<file path="config.mk">
export PLATFORM = sky130hd
export DESIGN_NAME = ip_psram_bridge_flat
export DESIGN_NICKNAME = d
export VERILOG_FILES = /design/src/rtl/ip_psram_bridge_if.sv /design/src/rtl/ip_psram_bridge.sv /design/src/flat_wrapper.sv
export SDC_FILE = /design/constraint.sdc
export NUM_CORES = 1
export LEC_CHECK = 0
export CAP_MARGIN = 20
export CORE_MARGIN = 3
export CORE_UTILIZATION = 30
export CTS_CLUSTER_SIZE = 16
export DETAILED_ROUTE_END_ITERATION = 12
export PLACE_DENSITY = 0.67
export REMOVE_ABC_BUFFERS = 1
export SYNTH_ARGS = -nofsm -noshare
export SYNTH_HDL_FRONTEND = slang
export SYNTH_SLANG_ARGS = --single-unit
</file>
<file path="constraint.sdc">
create_clock -name clk -period 2.4 [get_ports clk]
set_input_delay 0.6 -clock clk [delete_from_list [all_inputs] [get_ports clk]]
set_output_delay 0.6 -clock clk [all_outputs]
set_load 0.02 [all_outputs]
</file>
<file path="src/rtl/ip_psram_bridge_if.sv">
// Bus bundle between the cartridge RAM front-end, the PSRAM bridge and the
// 16-bit PSRAM controller core.
//   front-end side : rd, wr, address[21:0], wdata[7:0] -> busy, rdata[7:0], rdata_en
//   core side      : mem_cmd_en, mem_cmd, mem_addr[20:0], mem_wdata[15:0], mem_wmask[1:0]
//                    <- mem_cmd_ready, mem_rdata[15:0], mem_rdata_valid, mem_calib_done
//   status         : err_timeout
// slave  = the bridge; master = everything around it (front-end + core, or a bench).
interface ip_psram_bridge_if;
  logic        rd;
  logic        wr;
  logic [21:0] address;
  logic [7:0]  wdata;
  logic        busy;
  logic [7:0]  rdata;
  logic        rdata_en;
  logic        mem_cmd_en;
  logic        mem_cmd;
  logic [20:0] mem_addr;
  logic [15:0] mem_wdata;
  logic [1:0]  mem_wmask;
  logic        mem_cmd_ready;
  logic [15:0] mem_rdata;
  logic        mem_rdata_valid;
  logic        mem_calib_done;
  logic        err_timeout;

  modport slave (
    input  rd, wr, address, wdata,
    input  mem_cmd_ready, mem_rdata, mem_rdata_valid, mem_calib_done,
    output busy, rdata, rdata_en,
    output mem_cmd_en, mem_cmd, mem_addr, mem_wdata, mem_wmask,
    output err_timeout
  );

  modport master (
    output rd, wr, address, wdata,
    output mem_cmd_ready, mem_rdata, mem_rdata_valid, mem_calib_done,
    input  busy, rdata, rdata_en,
    input  mem_cmd_en, mem_cmd, mem_addr, mem_wdata, mem_wmask,
    input  err_timeout
  );
endinterface

</file>
<file path="src/rtl/ip_psram_bridge.sv">
// Byte-wide rd/wr front-end to 16-bit PSRAM core bridge.
// Each accepted request becomes one single-word command; address[0] picks the
// byte lane. Reads are bounded by TIMEOUT_CYCLES so the bus never hangs.
//   clk   : system clock
//   reset : asynchronous, active-high
//   bus   : ip_psram_bridge_if.slave (front-end request/response + core command/data)
// Parameters:
//   TIMEOUT_CYCLES : cycles spent in RD_WAIT before a forced 8'hFF response (1..255)
//   WRITE_RECOVERY : idle cycles after a write is accepted by the core (1..15)
module ip_psram_bridge #(
  parameter int unsigned TIMEOUT_CYCLES = 255,
  parameter int unsigned WRITE_RECOVERY = 4
) (
  input logic               clk,
  input logic               reset,
  ip_psram_bridge_if.slave  bus
);

  typedef enum logic [1:0] {
    IDLE,
    CMD,
    RD_WAIT,
    WR_RECOVER
  } state_t;

  // Terminal counter values: the counter is 0 in the first cycle of a wait
  // state, so leaving when it holds N-1 gives exactly N cycles in that state.
  localparam logic [7:0] TO_LAST = 8'(TIMEOUT_CYCLES - 1);
  localparam logic [7:0] WR_LAST = 8'(WRITE_RECOVERY - 1);

  state_t     state;
  logic [7:0] cnt;
  logic       lane_hi;

  assign bus.busy = !bus.mem_calib_done || (state != IDLE);

  always_ff @(posedge clk or posedge reset) begin
    if (reset) begin
      state           <= IDLE;
      cnt             <= '0;
      lane_hi         <= 1'b0;
      bus.mem_cmd_en  <= 1'b0;
      bus.mem_cmd     <= 1'b0;
      bus.mem_addr    <= '0;
      bus.mem_wdata   <= '0;
      bus.mem_wmask   <= '1;
      bus.rdata       <= '0;
      bus.rdata_en    <= 1'b0;
      bus.err_timeout <= 1'b0;
    end else begin
      // rdata is only non-zero in the single strobe cycle.
      bus.rdata_en <= 1'b0;
      bus.rdata    <= '0;
      case (state)
        IDLE: begin
          if (bus.mem_calib_done && (bus.rd || bus.wr)) begin
            state          <= CMD;
            bus.mem_cmd_en <= 1'b1;
            // wr wins over a simultaneous rd; the rd is dropped.
            bus.mem_cmd    <= bus.wr;
            bus.mem_addr   <= bus.address[21:1];
            bus.mem_wdata  <= {2{bus.wdata}};
            if (bus.wr)
              bus.mem_wmask <= bus.address[0] ? 2'b01 : 2'b10;
            else
              bus.mem_wmask <= 2'b11;
            lane_hi        <= bus.address[0];
          end
        end
        CMD: begin
          if (bus.mem_cmd_ready) begin
            bus.mem_cmd_en <= 1'b0;
            cnt            <= '0;
            state          <= bus.mem_cmd ? WR_RECOVER : RD_WAIT;
          end
        end
        RD_WAIT: begin
          if (bus.mem_rdata_valid) begin
            bus.rdata    <= lane_hi ? bus.mem_rdata[15:8] : bus.mem_rdata[7:0];
            bus.rdata_en <= 1'b1;
            state        <= IDLE;
          end else if (cnt == TO_LAST) begin
            bus.rdata       <= '1;
            bus.rdata_en    <= 1'b1;
            bus.err_timeout <= 1'b1;
            state           <= IDLE;
          end else begin
            cnt <= cnt + 8'd1;
          end
        end
        WR_RECOVER: begin
          if (cnt == WR_LAST)
            state <= IDLE;
          else
            cnt <= cnt + 8'd1;
        end
        default: state <= IDLE;
      endcase
    end
  end

endmodule

</file>
<file path="src/flat_wrapper.sv">
// flat-port wrapper written by rule: the top's interface ports become plain ports
module ip_psram_bridge_flat 
#(
  parameter int unsigned TIMEOUT_CYCLES = 255,
  parameter int unsigned WRITE_RECOVERY = 4
)
  (clk, reset, bus_rd, bus_wr, bus_address, bus_wdata, bus_mem_cmd_ready, bus_mem_rdata, bus_mem_rdata_valid, bus_mem_calib_done, bus_busy, bus_rdata, bus_rdata_en, bus_mem_cmd_en, bus_mem_cmd, bus_mem_addr, bus_mem_wdata, bus_mem_wmask, bus_err_timeout);
  ip_psram_bridge_if bus_i ();
  input logic clk;
  input logic reset;
  input wire logic [$bits(bus_i.rd)-1:0] bus_rd;
  input wire logic [$bits(bus_i.wr)-1:0] bus_wr;
  input wire logic [$bits(bus_i.address)-1:0] bus_address;
  input wire logic [$bits(bus_i.wdata)-1:0] bus_wdata;
  input wire logic [$bits(bus_i.mem_cmd_ready)-1:0] bus_mem_cmd_ready;
  input wire logic [$bits(bus_i.mem_rdata)-1:0] bus_mem_rdata;
  input wire logic [$bits(bus_i.mem_rdata_valid)-1:0] bus_mem_rdata_valid;
  input wire logic [$bits(bus_i.mem_calib_done)-1:0] bus_mem_calib_done;
  output wire logic [$bits(bus_i.busy)-1:0] bus_busy;
  output wire logic [$bits(bus_i.rdata)-1:0] bus_rdata;
  output wire logic [$bits(bus_i.rdata_en)-1:0] bus_rdata_en;
  output wire logic [$bits(bus_i.mem_cmd_en)-1:0] bus_mem_cmd_en;
  output wire logic [$bits(bus_i.mem_cmd)-1:0] bus_mem_cmd;
  output wire logic [$bits(bus_i.mem_addr)-1:0] bus_mem_addr;
  output wire logic [$bits(bus_i.mem_wdata)-1:0] bus_mem_wdata;
  output wire logic [$bits(bus_i.mem_wmask)-1:0] bus_mem_wmask;
  output wire logic [$bits(bus_i.err_timeout)-1:0] bus_err_timeout;
  assign bus_i.rd = bus_rd;
  assign bus_i.wr = bus_wr;
  assign bus_i.address = bus_address;
  assign bus_i.wdata = bus_wdata;
  assign bus_i.mem_cmd_ready = bus_mem_cmd_ready;
  assign bus_i.mem_rdata = bus_mem_rdata;
  assign bus_i.mem_rdata_valid = bus_mem_rdata_valid;
  assign bus_i.mem_calib_done = bus_mem_calib_done;
  assign bus_busy = bus_i.busy;
  assign bus_rdata = bus_i.rdata;
  assign bus_rdata_en = bus_i.rdata_en;
  assign bus_mem_cmd_en = bus_i.mem_cmd_en;
  assign bus_mem_cmd = bus_i.mem_cmd;
  assign bus_mem_addr = bus_i.mem_addr;
  assign bus_mem_wdata = bus_i.mem_wdata;
  assign bus_mem_wmask = bus_i.mem_wmask;
  assign bus_err_timeout = bus_i.err_timeout;
  ip_psram_bridge #(.TIMEOUT_CYCLES(TIMEOUT_CYCLES), .WRITE_RECOVERY(WRITE_RECOVERY)) u_core (.clk(clk), .reset(reset), .bus(bus_i));
endmodule
</file>
==> flow_metrics.env <==
export IMPL_clockBufferDepth=2
export IMPL_max_stage_delay_ns=0.46
export IMPL_ys_top_cells_by_count="dfrtp_1 (52), mux2_2 (31), inv_1 (13)"
export IMPL_fin_crit_ns=2.30
export IMPL_crit_fanout=2
export IMPL_die_width_um=95.0
export IMPL_synth_edf_count=0
export IMPL_maxSlewViolCount=0
export IMPL_cts_setup_buffers=0
export IMPL_fmax_mhz=435
export IMPL_path_cells="clkdlybuf4s50_1, nor3b_1, inv_1, dlygate4sd2_1"
export IMPL_reg2reg_setup_slack_ns=0.22
export IMPL_end_kind="output port"
export IMPL_gr_total_overflow=0
export IMPL_startpoint_type="input pin"
export IMPL_tightest_slew_ns=0.699
export IMPL_setup_worst_path_start="bus_mem_calib_done"
export IMPL_cts_resized=1
export IMPL_multi_input_area_um2=878
export IMPL_vias=1821
export IMPL_p_leak_nw=1.52
export IMPL_synth_seq_cells=54
export IMPL_die_area_mm2=0.00902
export IMPL_synth_largest_area_cell="dfrtp_1"
export IMPL_regArea_mm2=0.00135
export IMPL_grt_max_degree=26
export IMPL_initial_utilization=0.319
export IMPL_ys_flop_type="dfrtp_1"
export IMPL_hold_buffers=0
export IMPL_p_per_area_mw_per_mm2=1220
export IMPL_fin_area_mm2=0.00364
export IMPL_io_pins=105
export IMPL_ant_nets=0
export IMPL_slew_limit_headroom=0.529
export IMPL_synth_area_mm2=0.00237
export IMPL_hp_class="reg2reg"
export IMPL_ir_worst_vdd_mv=0.345
export IMPL_path_depth=4
export IMPL_finalCritPeriodShare=0.958
export IMPL_port_buffers=104
export IMPL_cts_buffers=5
export IMPL_dp_final_hpwl_um=4340
export IMPL_synth_top_area_frac=0.548
export IMPL_drc=0
export IMPL_grt_pass1_wl_um=8920
export IMPL_drv_cap=0
export IMPL_core_area_mm2=0.00745
export IMPL_r2r_end="u_core.cnt[1]"
export IMPL_wl_per_cell_um=14.3
export IMPL_drive_above_1_share=0.188
export IMPL_clock_sinks=54
export IMPL_htree_num_levels=2
export IMPL_worst_ep_arrival_time_ns=1.70
export IMPL_cts_tree="done"
export IMPL_path_buf_inv=3
export IMPL_wl_um=5590
export IMPL_syn_instance_count=188
export IMPL_antenna_found_initial=0
export IMPL_clock_latency_ns=0.30
export IMPL_synthesis_yosys_warnings=0
export IMPL_yosysMostFrequentCell="dfrtp_1"
export IMPL_grt_pass1_vias=1803
export IMPL_final_hold_viol_count=0
export IMPL_syn_to_final_growth_pct=53.3
export IMPL_critPathKind="in2out"
export IMPL_utilization=0.489
export IMPL_crit_family="buffers and inverters"
export IMPL_worstPathRequired_ns=1.80
export IMPL_status="finished clean"
export IMPL_antenna_cells=0
export IMPL_yosysSeqAreaShare=0.570
export IMPL_postPlaceCellArea_mm2=0.00353
export IMPL_synthTopCellsByArea="dfrtp_1 (55%), mux2_2 (15%), mux2i_1 (3.8%)"
export IMPL_synth_area_per_cell_um2=12.6
export IMPL_nNetsFinal=346
export IMPL_rsz0062_at_grt="no"
export IMPL_final_setup_tns_ns=0
export IMPL_async_flop_share=1.00
export IMPL_drt_initial_drc_count=31
export IMPL_clock_skew_ns=0.00729
export IMPL_critPathSlowestCell="clkdlybuf4s50_1"
export IMPL_clkTransAtPathRegs_ns=0.09
export IMPL_reg2reg_depth=5
export IMPL_via_per_inst=4.66
export IMPL_endpoint="bus_busy"
export IMPL_cts_root_buf="clkbuf_8"
export IMPL_rows=31
export IMPL_die_y_um=95.0
export IMPL_setup_viol=0
export IMPL_synthDistinctLibCells=37
export IMPL_first_pass_iters=4
export IMPL_fillers=689
export IMPL_reg2reg_from="u_core.cnt[1]"
export IMPL_gp_congestion=0.892
export IMPL_grt_use_total=0.125
layout by cell type, fill, tap and decap left out, types with 2 or more instances in the layout:
| master | count |
|---|---|
| nor2_1 | 6 |
| o22ai_1 | 3 |
| dfstp_2 | 2 |
| buf_4 | 6 |
| o221ai_1 | 3 |
| mux2_2 | 31 |
| clkbuf_8 | 5 |
| nor3b_1 | 2 |
| nand2_1 | 5 |
| buf_12 | 2 |
| clkdlybuf4s50_1 | 103 |
| ha_1 | 2 |
| nand3_1 | 4 |
| inv_1 | 12 |
| o21ai_0 | 12 |
| or4_4 | 2 |
| mux2i_1 | 9 |
| a22oi_1 | 2 |
| nor3_1 | 3 |
| nand2b_1 | 3 |
| o2111ai_1 | 2 |
| dfrtp_1 | 52 |
| o211ai_1 | 3 |
how the worst min path moves through the flow:
| stage | endpoint | cells past startpoint | slack [ns] | startpoint |
|---|---|---|---|---|
| after CTS | u_core.bus.err_timeout | 1 | 0.49 | u_core.bus.err_timeout |
| after floorplan | u_core.bus.mem_wmask[1] | 2 | 0.53 | u_core.bus.mem_wmask[1] |
| after detailed placement | u_core.bus.err_timeout | 1 | 0.46 | u_core.bus.err_timeout |
| after global routing | u_core.bus.err_timeout | 1 | 0.52 | u_core.bus.err_timeout |
| after global placement | u_core.bus.err_timeout | 1 | 0.46 | u_core.bus.err_timeout |
| final | u_core.bus.err_timeout | 1 | 0.48 | u_core.bus.err_timeout |
state kept, by name, summed over array words and instances (netlist names), 2 cells and up:
signal and count:
u_core.bus.mem_addr 21, u_core.state 2, u_core.bus.rdata 8, u_core.bus.mem_wmask 2, u_core.cnt 8, u_core.bus.mem_wdata 8
logic make-up (layout without fill, tap and decap cells):
kind of cell / after synthesis / count (layout) / synth area share
DFF: 54 / 54 / 0.570
muxes: 41 / 41 / 0.191
AOI/OAI and AO/OA: 32 / 32 / 0.0943
and+or+nand+nor: 30 / 30 / 0.0706
buffers and inverters: 29 / 133 / 0.0632
adders and majority gates: 2 / 2 / 0.0105
report_power, final:
part	internal [mW]	switching (mW)
Clock	0.312	0.296
Sequential	1.30	0.248
Combinational	1.21	1.07
Total	2.82	1.61
cell type report:
class / instances / area share
inverter: 13 / 0.0134
tap: 99 / 0.0340
multi-input combinational: 105 / 0.241
clock inverter: 2 / 0.0103
sequential: 54 / 0.372
clock buffer: 6 / 0.0199
timing repair buffer: 112 / 0.309
metal layers:
layer	wire length, µm	global-route usage	share of wire
met1	2400	0.158	0.43
met2	2590	0.208	0.46
met4	28	0.0180	0.0050
met3	578	0.0470	0.10
met5	0	0	0
worst register-to-register path: stages, from the launching register on:
cell      delay [ns]
dfrtp_1         0.41
ha_1            0.24
or3b_2          0.47
or4_4           0.45
a21boi_4        0.18
mux2_4          0.33
metrics by stage:
step / hold slack, ns / total power, mW / setup WS (ns) / cells
4_1_cts: 0.485 / 4.49 / 0.0878 / 391
3_3_place_gp: 0.461 / 3.83 / -0.125 / 383
6_report: 0.482 / 4.43 / 0.0999 / 391
5_1_grt: 0.519 / 4.72 / 0.0284 / 391
3_5_place_dp: 0.457 / 3.87 / -0.126 / 383
2_1_floorplan: 0.532 / 2.74 / -0.561 / 172
Power figures use the tool's default switching activity.
